===== config.mk =====
export PLATFORM = sky130hd
export DESIGN_NAME = imm_field_encoder
export DESIGN_NICKNAME = d
export VERILOG_FILES = /design/src/rtl/imm_field_encoder_pkg.sv /design/src/rtl/imm_fit_check.sv /design/src/rtl/imm_field_encoder.sv
export SDC_FILE = /design/constraint.sdc
export NUM_CORES = 1
export LEC_CHECK = 0
export ABC_AREA = 1
export CORE_ASPECT_RATIO = 0.6
export CORE_MARGIN = 4
export CORE_UTILIZATION = 49
export CTS_BUF_LIST = sky130_fd_sc_hd__clkbuf_16
export CTS_CLUSTER_SIZE = 25
export DETAILED_ROUTE_END_ITERATION = 6
export PLACE_DENSITY = 0.79
export RECOVER_POWER = 100
export SLEW_MARGIN = 10
export SYNTH_ARGS = -nofsm -noshare
export SYNTH_HDL_FRONTEND = slang
export SYNTH_SLANG_ARGS = --single-unit

===== constraint.sdc =====
create_clock -name clk -period 3.63 [get_ports clk]
set_input_delay 0.363 -clock clk [delete_from_list [all_inputs] [get_ports clk]]
set_output_delay 0.363 -clock clk [all_outputs]
set_load 0.005 [all_outputs]

===== src/rtl/imm_field_encoder_pkg.sv =====
// Shared definitions for the immediate field encoder: format codes, field masks,
// field widths and the signed-range helper used by the fit check.
package imm_field_encoder_pkg;

  typedef enum logic [2:0] {
    FMT_I = 3'd0,
    FMT_S = 3'd1,
    FMT_B = 3'd2,
    FMT_U = 3'd3,
    FMT_J = 3'd4
  } fmt_e;

  localparam logic [31:0] MASK_I = 32'hFFF0_0000;
  localparam logic [31:0] MASK_S = 32'hFE00_0F80;
  localparam logic [31:0] MASK_B = 32'hFE00_0F80;
  localparam logic [31:0] MASK_U = 32'hFFFF_F000;
  localparam logic [31:0] MASK_J = 32'hFFFF_F000;

  localparam int unsigned W_I = 12;
  localparam int unsigned W_S = 12;
  localparam int unsigned W_B = 13;
  localparam int unsigned W_U = 20;
  localparam int unsigned W_J = 21;

  // True when imm equals the sign extension of its low n bits: everything from
  // bit n-1 upward must be a copy of the sign.
  function automatic logic fits_signed(input logic signed [31:0] imm,
                                       input int unsigned n);
    logic signed [31:0] hi;
    hi = imm >>> (n - 1);
    return (hi == '0) || (hi == '1);
  endfunction

endpackage


===== src/rtl/imm_fit_check.sv =====
// Combinational representability check: flags an immediate that cannot be
// encoded in the field of the selected format, or an illegal format code.
module imm_fit_check
  import imm_field_encoder_pkg::*;
(
  input  logic        [2:0]  fmt_i,
  input  logic signed [31:0] imm_i,
  output logic               err_o
);

  always_comb begin
    err_o = 1'b1;
    case (fmt_i)
      FMT_I:   err_o = !fits_signed(imm_i, W_I);
      FMT_S:   err_o = !fits_signed(imm_i, W_S);
      FMT_B:   err_o = !fits_signed(imm_i, W_B) || imm_i[0];
      FMT_U:   err_o = (imm_i[11:0] != 12'h000);
      FMT_J:   err_o = !fits_signed(imm_i, W_J) || imm_i[0];
      default: err_o = 1'b1;
    endcase
  end

endmodule


===== src/rtl/imm_field_encoder.sv =====
// Two-stage valid/ready pipeline: stage 1 registers the range check, stage 2
// scatters the immediate into the base word; errored beats pass base through.
module imm_field_encoder
  import imm_field_encoder_pkg::*;
#(
  parameter int CNT_W = 16
) (
  input  logic             clk,
  input  logic             rst,
  input  logic             in_valid,
  output logic             in_ready,
  input  logic [2:0]       in_fmt,
  input  logic [31:0]      in_imm,
  input  logic [31:0]      in_base,
  output logic             out_valid,
  input  logic             out_ready,
  output logic [31:0]      out_inst,
  output logic             out_err,
  output logic [CNT_W-1:0] err_count
);

  logic                     vld_p1_q;
  logic [2:0]               fmt_p1_q;
  logic signed [31:0]       imm_p1_q;
  logic [31:0]              base_p1_q;
  logic                     err_p1_q;
  logic                     err_p1_d;

  logic                     vld_p2_q;
  logic [31:0]              inst_p2_q;
  logic [31:0]              inst_p2_d;
  logic                     err_p2_q;

  logic [CNT_W-1:0]         cnt_q;
  logic                     adv_p2;
  logic                     acc_p0;

  function automatic logic [CNT_W-1:0] sat_inc(input logic [CNT_W-1:0] c);
    return (&c) ? c : c + 1'b1;
  endfunction

  function automatic logic [31:0] scatter(input logic [2:0]        fmt,
                                          input logic signed [31:0] imm,
                                          input logic [31:0]        base,
                                          input logic               err);
    logic [31:0] mask;
    logic [31:0] field;
    mask  = '0;
    field = '0;
    case (fmt)
      FMT_I: begin mask = MASK_I; field = {imm[11:0], 20'b0}; end
      FMT_S: begin mask = MASK_S; field = {imm[11:5], 13'b0, imm[4:0], 7'b0}; end
      FMT_B: begin mask = MASK_B; field = {imm[12], imm[10:5], 13'b0, imm[4:1], imm[11], 7'b0}; end
      FMT_U: begin mask = MASK_U; field = {imm[31:12], 12'b0}; end
      FMT_J: begin mask = MASK_J; field = {imm[20], imm[10:1], imm[11], imm[19:12], 12'b0}; end
      default: ;
    endcase
    return err ? base : ((base & ~mask) | field);
  endfunction

  // Stage 2 advances when empty or drained; stage 1 accepts when it empties into stage 2.
  assign adv_p2   = !vld_p2_q || out_ready;
  assign in_ready = !vld_p1_q || adv_p2;
  assign acc_p0   = in_valid && in_ready;

  imm_fit_check u_fit (
    .fmt_i (in_fmt),
    .imm_i (in_imm),
    .err_o (err_p1_d)
  );

  // ---- stage p0 -> p1: range check ----
  always_ff @(posedge clk) begin
    if (rst) begin
      vld_p1_q <= 1'b0;
    end else if (in_ready) begin
      vld_p1_q <= in_valid;
    end
  end

  always_ff @(posedge clk) begin
    if (acc_p0) begin
      fmt_p1_q  <= in_fmt;
      imm_p1_q  <= in_imm;
      base_p1_q <= in_base;
      err_p1_q  <= err_p1_d;
    end
  end

  assign inst_p2_d = scatter(fmt_p1_q, imm_p1_q, base_p1_q, err_p1_q);

  // ---- stage p1 -> p2: scatter into base word ----
  always_ff @(posedge clk) begin
    if (rst) begin
      vld_p2_q  <= 1'b0;
      inst_p2_q <= '0;
      err_p2_q  <= 1'b0;
    end else if (adv_p2) begin
      vld_p2_q <= vld_p1_q;
      if (vld_p1_q) begin
        inst_p2_q <= inst_p2_d;
        err_p2_q  <= err_p1_q;
      end
    end
  end

  always_ff @(posedge clk) begin
    if (rst) begin
      cnt_q <= '0;
    end else if (vld_p2_q && out_ready && err_p2_q) begin
      cnt_q <= sat_inc(cnt_q);
    end
  end

  assign out_valid = vld_p2_q;
  assign out_inst  = inst_p2_q;
  assign out_err   = err_p2_q;
  assign err_count = cnt_q;

endmodule


; Word level (Yosys, flattened, before mapping)
; Cells that the tools add are included.
[totals]
out_inout_bits = 51
reg_bits = 119
rom_bits = 0
latchBits = 0
memories = 0
input_bits = 71
word_cells = 56
ramBits = 0
[op_classes]
bitwise_logic = 4
div_mod_pow = 0
reduce_logical = 27
eq_ne = 11
n_shift = 0
n_mux = 4
n_lt_le_gt_ge = 0
n_mul = 0
n_addsub = 1
[ops]
columns = operator, n
row1 = one-hot mux 32 bit (5 select lines), 1
row2 = "== test 32 bit, second input constant", 3
row3 = logical NOT 32 bit, 3
row4 = one-hot mux 32 bit (3 select lines), 1
row5 = AND 32 bit, 1
row6 = 2-to-1 mux 32 bit, 1
row7 = inverter 32 bit, 1
row8 = OR 32 bit, 1
row9 = "adder 16 x 1 -> 16 bit, second input constant", 1
row10 = AND reduction 16 bit, 1
row11 = "== test 3 x 2 -> 1 bit, second input constant", 4
row12 = nonzero test 12 bit, 1
row13 = logical OR 1 bit, 7
row14 = "== test 3 x 1 -> 1 bit, second input constant", 2
row15 = "== test 3 bit, second input constant", 2
row16 = logical NOT 3 bit, 2
row17 = OR reduction 2 bit, 3
row18 = logical NOT 1 bit, 5
row19 = one-hot mux 1 bit (4 select lines), 1
row20 = AND reduction 2 bit, 2
row21 = logical AND 1 bit, 3
row22 = inverter 1 bit, 1

; Logic depth before layout (Yosys ltp)
; Gate-level depths: netlist (run 1).
[logic_depth]
word_depth = 7
depth_mapped = 10
mapped_depth_nobuf = 9

; Hierarchy
; Synthesis (run 1) repeated with hierarchy kept, for this count alone.
[unflattened]
hier_cells = 596
area_unflattened_um2 = 5222.5
[by_module_without_submodules]
columns = mod, area_per_inst_um2, cells_per_inst, seq_area_each_um2, n_inst
row1 = imm_field_encoder, 4802.1, 489, 3062.9, 1
row2 = imm_fit_check, 420.4, 107, 0.0, 1

; Least setup slack after synthesis (run 1)
; No wires, ideal clock.
[synth_timing]
kind = in2reg
from = input port out_ready
to = register base_p1_q[0], enable pin
setup_ps = 422
path_buffers = 0
stages = 4
t_required_ps = 3208
path_slack_ps = 1293
arrival_time_ps = 1915
path_cell_list = inv_1 nand3_1 nand2_1 inv_1
[synth_via]
elab_chain_cells = 3
[synth_lines]
columns = item, line_no
row1 = from (decl), imm_field_encoder.sv:16  ; input logic out_ready,
row2 = logical OR 1 bit, imm_field_encoder.sv:62  ; assign adv_p2 = !vld_p2_q || out_ready;
row3 = logical OR 1 bit, imm_field_encoder.sv:63  ; assign in_ready = !vld_p1_q || adv_p2;
row4 = named net in_ready, imm_field_encoder.sv:11  ; output logic in_ready,
row5 = logical AND 1 bit, imm_field_encoder.sv:64  ; assign acc_p0 = in_valid && in_ready;
row6 = named net acc_p0, imm_field_encoder.sv:36  ; logic acc_p0;
row7 = to (signal assigned), imm_field_encoder.sv:85  ; base_p1_q <= in_base;
row8 = to (decl), imm_field_encoder.sv:25  ; logic [31:0] base_p1_q;
; The timed path passes the listed nets, and every way through them passes these cells.
; A chain may end at the register's enable or synchronous reset.

; Worst setup path in the final report (run 1)
[layout_timing]
from = input port out_ready
to = register imm_p1_q[27], enable pin
[layout_via]
elab_chain_cells = 3
[layout_lines]
columns = item, line_no
row1 = logical OR 1 bit, imm_field_encoder.sv:62
row2 = logical OR 1 bit, imm_field_encoder.sv:63
row3 = logical AND 1 bit, imm_field_encoder.sv:64
row4 = named net acc_p0, imm_field_encoder.sv:36
row5 = to (signal assigned), imm_field_encoder.sv:84  ; imm_p1_q <= in_imm;
row6 = to (decl), imm_field_encoder.sv:24  ; logic signed [31:0] imm_p1_q;
; The timed path passes the listed nets, and every way through them passes these cells.

==> impl_metrics.tcl, run 1 <==
set metrics [dict create \
    outcome "completed" \
    end_kind "register" \
    grt_start_max_net_pins 32 \
    yosysTopAreaCellShare 0.402 \
    core_mm2 0.00998 \
    clock-sinks 119 \
    synth_top_family_by_area "simple AND/OR/NAND/NOR gates" \
    cts-resized-gates 0 \
    hold_ws_ps 483 \
    drc 0 \
    max_stage_delay_ps 820 \
    wirelength_mm 13.1 \
    cts_root_buffer "clkbuf_16" \
    fin_tns_setup_ps 0 \
    antenna_cells 0 \
    synthAdderAreaFrac 0.00246 \
    drv_cap 0 \
    internal_power_mw 2.72 \
    drt.antenna.violating_nets 0 \
    tightest_slew_ps 1230 \
    area_growth_pct 37.2 \
    reg2regPathDepth 4 \
    cts_max_level 4 \
    max_slew_margin 0.179 \
    chipWidth_um 139 \
    hold_buffers 0 \
    avgViaCountPerCell 5.29 \
    crit_type "in2reg" \
    synthMuxAreaShare 0 \
    drive_gt1_frac 0.0730 \
    min_period_ps 2720 \
    critical_path.cell_chain "dlygate4sd3_1 -> inv_1 -> nand3_1 -> nand2_1 -> inv_1 -> clkbuf_1" \
    layout_commonest_cell "nand2_1" \
    clkPwrFrac 0.477 \
    rsz0062_at_grt "false" \
    path_max_fanout 27 \
    synthDistinctLibCells 36 \
    antenna_found_initial 0 \
    power.switching_mw 0.784 \
    postCtsSetupBuffers 0 \
    ys_seq_elements 119 \
    ys_warn_count 0 \
    critPathSlowestCell "inv_1" \
    reg2reg_to "imm_p1_q[27]$_DFFE_PP_" \
    worstPathArrival_ps 2750 \
    vdd_drop_max_uv 362 \
    seq_power_share 0.439 \
    fp-row-count 28 \
    cts_tree "done" \
    synth-seq-area-share 0.603 \
    vias 4416 \
    setup_viol_count_final 0 \
    p_leak_nw 2.82 \
    wl_per_cell_um 15.7 \
    p_sw_frac 0.223 \
    start_util 0.508 \
    synth_compound_gate_area_share 0.105 \
    synthSimpleGateAreaFrac 0.236 \
    grt_overflow 0 \
    syn_avg_cell_area_um2 9.11 \
    power_mw 3.51 \
    dr.pass1.iters 5 \
    synthXorXnorAreaFrac 0.0138 \
    slew_violations 0 \
    reg2reg_slack_ps 1130 \
    finalWeightedCongestion 0.874 \
    die_h_um 86.8 \
    insertion_delay_ps 410 \
    skew_ps 6.48 \
    grt_pass1_wl_mm 21.2 \
    fin_util 0.698 \
    dpl.hpwl_mm 9.22 \
    ctsLongestPathBuffers 2 \
    first_global_vias 4183 \
    synth_cells 557 \
    power_frac_comb 0.084 \
    fin_nets 758 \
    io_pins 122 \
    hold_start "out_inst[6]$_SDFFE_PP0P_" \
    hp-class "reg2reg" \
    synth_nets 629 \
    dieArea_mm2 0.0121 \
    track_usage 0.223 \
    syn_area_mm2 0.00508 \
    cp_common_cell "inv_1" \
    fmax_mhz 368 \
    drt_iter0_markers 341 \
    final_cell_mix "nand2_1, dlygate4sd3_1, nor2_1, edfxtp_1, dfxtp_1" \
    power_density_mw_per_mm2 504 \
    port_buffers 121 \
    clk_pin_slew_ps 60 \
    r2r_start "out_valid$_SDFFE_PP0P_" \
    hold_viol_final 0 \
    synth_area_leaders "edfxtp_1, dfxtp_1, nand2_1, nor2_1, o21ai_0" \
    required_ps 3670 \
    startpoint_type "input port" \
    min_to "out_inst[6]$_SDFFE_PP0P_" \
    synth_top_area_cell "edfxtp_1" \
    cts_made_buffers 17 \
    min_path_cells 2 \
    timing.final.crit_share 0.749 \
]
-- Yosys cell counts (all sizes together) --
library cell / number
o22ai: 1
edfxtp: 68
nand3: 30
a21oi: 39
dfxtp: 51
nand2: 143
or2: 7
nor3: 4
nor2: 94
o21bai: 2
clkbuf: 10
ha: 1
o21ai: 41
nand4: 5
a31oi: 9
inv: 32
nand3b: 1
xnor2: 2
xor2: 6
buf: 6
nor3b: 2
clkinv: 1
and2: 2
-- registers in the layout, summed over array words and instances, names as in the netlist --
signal     flops
imm_p1_q      32
out_err        1
base_p1_q     32
fmt_p1_q       3
out_valid      1
out_inst      32
err_count     16
vld_p1_q       1
err_p1_q       1
-- final cells by class --
type | count | area, µm²
flip-flops and latches | 119 | 3060
fillers | 775 | 3020
multi-input cells | 389 | 1770
repair buffers | 126 | 1230
clock buffers | 19 | 475
well taps | 135 | 169
clock inverters | 13 | 129
inverters | 33 | 124
-- cells by family after synthesis --
| logic type | Yosys count |
|---|---|
| adders and majority gates | 1 |
| and+or+nand+nor | 288 |
| AOI/OAI and AO/OA | 92 |
| DFF | 119 |
| buffers and inverters | 49 |
| xor gates and xnor gates | 8 |
-- per-stage QoR --
step | instance area [µm²] | setup slack, ps | std cells
3_5_place_dp | 6410 | 1260 | 802
6_report | 6970 | 912 | 834
4_1_cts | 7020 | 1490 | 834
2_1_floorplan | 5080 | 1290 | 557
5_1_grt | 6970 | 681 | 834
3_3_place_gp | 6410 | 1340 | 802
-- power groups by stage --
stage | clock network (mW) | logic (mW) | registers [mW]
2_1_floorplan | 0 | 0.128 | 1.56
3_3_place_gp | 0 | 0.309 | 1.56
3_5_place_dp | 0 | 0.317 | 1.57
4_1_cts | 1.69 | 0.320 | 1.54
5_1_grt | 1.76 | 0.327 | 1.55
6_report | 1.67 | 0.294 | 1.54
-- worst max-delay path: cells and delay by family --
family	cells	cell delay [ps]
buffers and inverters	4	2150
AND/OR/NAND/NOR	2	220
-- worst max-delay path by stage --
stage	startpoint	endpoint	slack, ps
after floorplan	out_ready	base_p1_q[0]$_DFFE_PP_	1290
after global placement	out_ready	base_p1_q[14]$_DFFE_PP_	1340
after detailed placement	out_ready	base_p1_q[16]$_DFFE_PP_	1260
after CTS	fmt_p1_q[0]$_DFFE_PP_	out_inst[9]$_SDFFE_PP0P_	1490
after global routing	out_ready	base_p1_q[26]$_DFFE_PP_	680
final	out_ready	imm_p1_q[27]$_DFFE_PP_	910
-- per-layer routing --
| layer | track usage | part of all wire | vias up |
|---|---|---|---|
| met4 | 0.0870 | 0.017 | 0 |
| met1 | 0.320 | 0.46 | 2036 |
| met2 | 0.322 | 0.43 | 228 |
| met5 | 0 | 0 | - |
| met3 | 0.0650 | 0.091 | 23 |
| li1 | - | - | 2129 |
No activity file was read; power rests on OpenSTA's default activity.
==> run 2, diff against run 1 <==
--- a/config.mk
+++ b/config.mk
@@ -8,11 +8,11 @@
 export ABC_AREA = 1
 export CORE_ASPECT_RATIO = 0.6
 export CORE_MARGIN = 4
-export CORE_UTILIZATION = 49
+export CORE_UTILIZATION = 45
 export CTS_BUF_LIST = sky130_fd_sc_hd__clkbuf_16
 export CTS_CLUSTER_SIZE = 25
 export DETAILED_ROUTE_END_ITERATION = 6
-export PLACE_DENSITY = 0.79
+export PLACE_DENSITY = 0.76
 export RECOVER_POWER = 100
 export SLEW_MARGIN = 10
 export SYNTH_ARGS = -nofsm -noshare
==> constraint.sdc (replaced) <==
create_clock -name clk -period 2.25 [get_ports clk]
set_input_delay 0.225 -clock clk [delete_from_list [all_inputs] [get_ports clk]]
set_output_delay 0.225 -clock clk [all_outputs]
set_load 0.005 [all_outputs]
==> impl_metrics.tcl, run 2 (same netlist as run 1, synthesis figures left out) <==
set metrics [dict create \
    outcome "completed" \
    io_pins 122 \
    drive_gt1_frac 0.0840 \
    reg2reg_to "out_inst[9]$_SDFFE_PP0P_" \
    insertion_delay_ps 420 \
    max_stage_delay_ps 430 \
    antenna_cells 0 \
    finalWeightedCongestion 0.864 \
    reg2reg_slack_ps 260 \
    max_slew_margin 0.340 \
    min_path_cells 1 \
    power.switching_mw 1.36 \
    highest_layer "met4" \
    vias 4395 \
    cts_made_buffers 17 \
    start_util 0.471 \
    internal_power_mw 4.42 \
    final_cell_mix "nand2_1, dlygate4sd3_1, nor2_1, edfxtp_1, dfxtp_1" \
    fin_util 0.651 \
    skew_ps 13.6 \
    fin_tns_setup_ps 0 \
    p_sw_frac 0.236 \
    chipWidth_um 145 \
    power_mw 5.78 \
    clkPwrFrac 0.487 \
    power_frac_comb 0.084 \
    die_h_um 90.3 \
    drt_iter0_markers 347 \
    final_area_mm2 0.00701 \
    hp-class "in2reg" \
    grt_overflow 0 \
    place_inst 809 \
    cts_root_buffer "clkbuf_16" \
    core_mm2 0.0108 \
    grt_pass1_wl_mm 22.2 \
    wl_per_cell_um 16.2 \
    slew_violations 0 \
    r2r_start "fmt_p1_q[0]$_DFFE_PP_" \
    vdd_drop_max_uv 582 \
    tightest_slew_ps 990 \
    drc 0 \
    ctsLongestPathBuffers 2 \
    timing.final.crit_share 0.883 \
    fmax_mhz 503 \
    place_area_mm2 0.00647 \
    dr_wl_met3_mm 1.13 \
    drv_cap 0 \
    cts_tree "done" \
    cts_max_level 4 \
    grt_start_max_net_pins 54 \
    pre_cts_ws_ps 291 \
    port_buffers 121 \
    hold_ws_ps 432 \
    clk_pin_slew_ps 60 \
    rsz0062_at_grt "false" \
    min_to "base_p1_q[3]$_DFFE_PP_" \
    critical_path.cell_chain "inv_1 -> nand2_4 -> a21oi_2 -> nand2_1 -> a21oi_1 -> o21ai_0 -> nand2_1 -> inv_1" \
    clock-sinks 119 \
    track_usage 0.213 \
    hold_buffers 0 \
    timing.final.ws_setup_ps 264 \
    power_density_mw_per_mm2 824 \
    hold_viol_final 0 \
    required_ps 2560 \
    p_leak_nw 2.84 \
    dr.pass1.iters 5 \
    layout_commonest_cell "nand2_1" \
    reg2regPathDepth 8 \
    first_global_vias 4278 \
    drt.antenna.violating_nets 0 \
    fp-row-count 29 \
    path_max_fanout 10 \
    crit_type "reg2reg" \
    wl_met1_mm 6.32 \
    dpl.hpwl_mm 9.64 \
    worstPathArrival_ps 2300 \
    fin_nets 761 \
    area_growth_pct 38.2 \
    hold_start "in_base[3]" \
    dieArea_mm2 0.0131 \
    wirelength_mm 13.6 \
    seq_power_share 0.429 \
    min_period_ps 1990 \
    postCtsSetupBuffers 0 \
    final_cells 841 \
    antenna_found_initial 0 \
    avgViaCountPerCell 5.23 \
    wl_met2_mm 6.02 \
    startpoint_type "register" \
    setup_viol_count_final 0 \
    critPathSlowestCell "edfxtp_1" \
    end_kind "register" \
    cts-resized-gates 0 \
]
==> run 2: area by class of cell <==
| class | count | area [µm²] |
|---|---|---|
| Sequential cell | 119 | 3060 |
| Clock buffer | 17 | 425 |
| Clock inverter | 15 | 194 |
| Fill cell | 870 | 3760 |
| Tap cell | 139 | 174 |
| Timing Repair Buffer | 129 | 1260 |
| Inverter | 33 | 128 |
| Multi-Input combinational cell | 389 | 1770 |
==> run 2: critical path: cells and delay by family, from the launching register on <==
family	cells	cell delay [ps]
simple gates	3	500
compound gates	3	760
flops	1	430
buf+inv	2	190
==> run 2: worst max path at each step <==
stage                      startpoint                   endpoint  slack, ps
4_1_cts         fmt_p1_q[0]$_DFFE_PP_   out_inst[9]$_SDFFE_PP0P_        300
3_3_place_gp                out_ready     base_p1_q[3]$_DFFE_PP_        320
6_report        fmt_p1_q[0]$_DFFE_PP_   out_inst[9]$_SDFFE_PP0P_        260
5_1_grt         fmt_p1_q[0]$_DFFE_PP_  out_inst[10]$_SDFFE_PP0P_         30
2_1_floorplan  out_valid$_SDFFE_PP0P_     base_p1_q[0]$_DFFE_PP_        240
3_5_place_dp                out_ready     base_p1_q[3]$_DFFE_PP_        290
==> run 2: power groups by stage <==
stage	registers [mW]	clock network [mW]	logic (mW)
after floorplan	2.52	0	0.207
after global placement	2.52	0	0.515
after detailed placement	2.53	0	0.527
after CTS	2.48	2.85	0.534
after global routing	2.49	2.97	0.535
final	2.48	2.82	0.484
==> run 2: layer usage <==
layer	vias to the layer above	GRT usage
li1	2139	-
met2	205	0.324
met4	0	0.0711
met1	2034	0.293
met3	17	0.0627
met5	-	0
==> run 3, diff against run 2 <==
==> constraint.sdc (replaced) <==
create_clock -name clk -period 1.62 [get_ports clk]
set_input_delay 0.162 -clock clk [delete_from_list [all_inputs] [get_ports clk]]
set_output_delay 0.162 -clock clk [all_outputs]
set_load 0.005 [all_outputs]
==> impl_metrics.tcl, run 3 (same netlist as run 1, synthesis figures left out) <==
set metrics [dict create \
    multi_input_area_mm2 0.00184 \
    required_ps 1960 \
    insertion_delay_ps 410 \
    clk_pin_slew_ps 60 \
    grt_start_max_net_pins 34 \
    min_period_ps 1580 \
    cts_made_buffers 17 \
    final_cell_mix "nand2_1, dlygate4sd3_1, nor2_1, edfxtp_1, dfxtp_1" \
    wirelength_mm 13.5 \
    r2r_start "err_count[1]$_SDFFE_PP0P_" \
    seqCellArea_mm2 0.00307 \
    crit_type "reg2reg" \
    reg2regPathDepth 10 \
    drt.antenna.violating_nets 0 \
    wl_per_cell_um 15.6 \
    die_h_um 90.3 \
    outcome "completed" \
    fp-row-count 29 \
    skew_ps 5.81 \
    end_kind "register" \
    cp-endpoint "err_count[14]$_SDFFE_PP0P_" \
    layout_commonest_cell "nand2_1" \
    track_usage 0.206 \
    fill_cells 808 \
    path_max_fanout 6 \
    cts_max_level 4 \
    timing.final.crit_share 0.974 \
    core_mm2 0.0108 \
    vdd_drop_max_uv 835 \
    ctsLongestPathBuffers 2 \
    drv_cap 0 \
    worstPathArrival_ps 1920 \
    dieArea_mm2 0.0131 \
    hp-class "in2reg" \
    slew_violations 0 \
    io_pins 122 \
    reg2reg_slack_ps 40 \
    antenna_cells 0 \
    min_path_cells 1 \
    first_global_vias 4113 \
    hold_viol_final 0 \
    tightest_slew_ps 429 \
    power_density_mw_per_mm2 1080 \
    drc 0 \
    start_util 0.471 \
    p_leak_nw 2.88 \
    grt_pass1_wl_mm 21.3 \
    fmax_mhz 634 \
    drt_iter0_markers 358 \
    setup_viol_count_final 0 \
    final_cells 863 \
    area_growth_pct 42.4 \
    crit_path_start "err_count[1]$_SDFFE_PP0P_" \
    vias 4489 \
    fin_nets 783 \
    clock-sinks 119 \
    cts_tree "done" \
    chipWidth_um 145 \
    reg2reg_to "err_count[14]$_SDFFE_PP0P_" \
    drive_gt1_frac 0.140 \
    max_slew_margin 0.714 \
    dpl.hpwl_mm 10.0 \
    hold_ws_ps 373 \
    dr.pass1.iters 5 \
    cts_root_buffer "clkbuf_16" \
    avgViaCountPerCell 5.20 \
    port_buffers 121 \
    grt_overflow 0 \
    fin_tns_setup_ps 0 \
    hold_buffers 0 \
    place_inst 830 \
    fin_util 0.671 \
    startpoint_type "register" \
    finalWeightedCongestion 0.884 \
    antenna_found_initial 1 \
]
[run 3: worst min-delay path by stage]
stage / startpoint / endpoint / slack, ps
after floorplan: in_base[0] / base_p1_q[0]$_DFFE_PP_ / 260
after global placement: out_inst[0]$_SDFFE_PP0P_ / out_inst[0]$_SDFFE_PP0P_ / 460
after CTS: in_base[25] / base_p1_q[25]$_DFFE_PP_ / 290
after global routing: in_base[14] / base_p1_q[14]$_DFFE_PP_ / 350
after detailed placement: out_inst[0]$_SDFFE_PP0P_ / out_inst[0]$_SDFFE_PP0P_ / 470
final: in_base[25] / base_p1_q[25]$_DFFE_PP_ / 370
[run 3: worst max-delay path: stages (launching register included)]
cell	delay (ps)
dfxtp_1	340
ha_1	210
nand2_2	100
nor2_4	120
nand2_2	110
nor2_2	150
nor2_2	60
buf_4	150
nand3_1	80
nand2_1	60
nor2_1	120
[run 3: timing repair]
action	in CTS	in global routing
endpoints found under the setup margin	3	28
buffers inserted	0	1
gates resized for setup	2	11
pin swaps	0	3
[run 3: power by group]
group / total, mW / internal (mW) / switching, mW
clock: 3.64 / 2.26 / 1.38
combinational: 0.703 / 0.335 / 0.368
sequential: 3.45 / 3.38 / 0.0729
[run 3: final cells by class]
cell class                      count  area share
Multi-Input combinational cell    389       0.254
Clock inverter                     15      0.0215
Sequential cell                   119       0.424
Clock buffer                       17      0.0588
Timing Repair Buffer              151       0.200
Tap cell                          139      0.0241
Inverter                           33      0.0173
[run 3: layer usage]
layer,routed length (µm),track usage
met4,229,0.0664
met3,1150,0.0802
met2,5800,0.298
met5,13,0
met1,6310,0.285
[run 3: stage by stage]
| stage | setup WS, ps | cell area, µm² | power (mW) |
|---|---|---|---|
| floorplan | -288 | 5090 | 3.79 |
| global placement | 12.7 | 6650 | 4.25 |
| detailed placement | -21.6 | 6650 | 4.28 |
| CTS | 17.9 | 7240 | 7.90 |
| global route | -39.1 | 7230 | 8.07 |
| finish | 42.1 | 7230 | 7.79 |
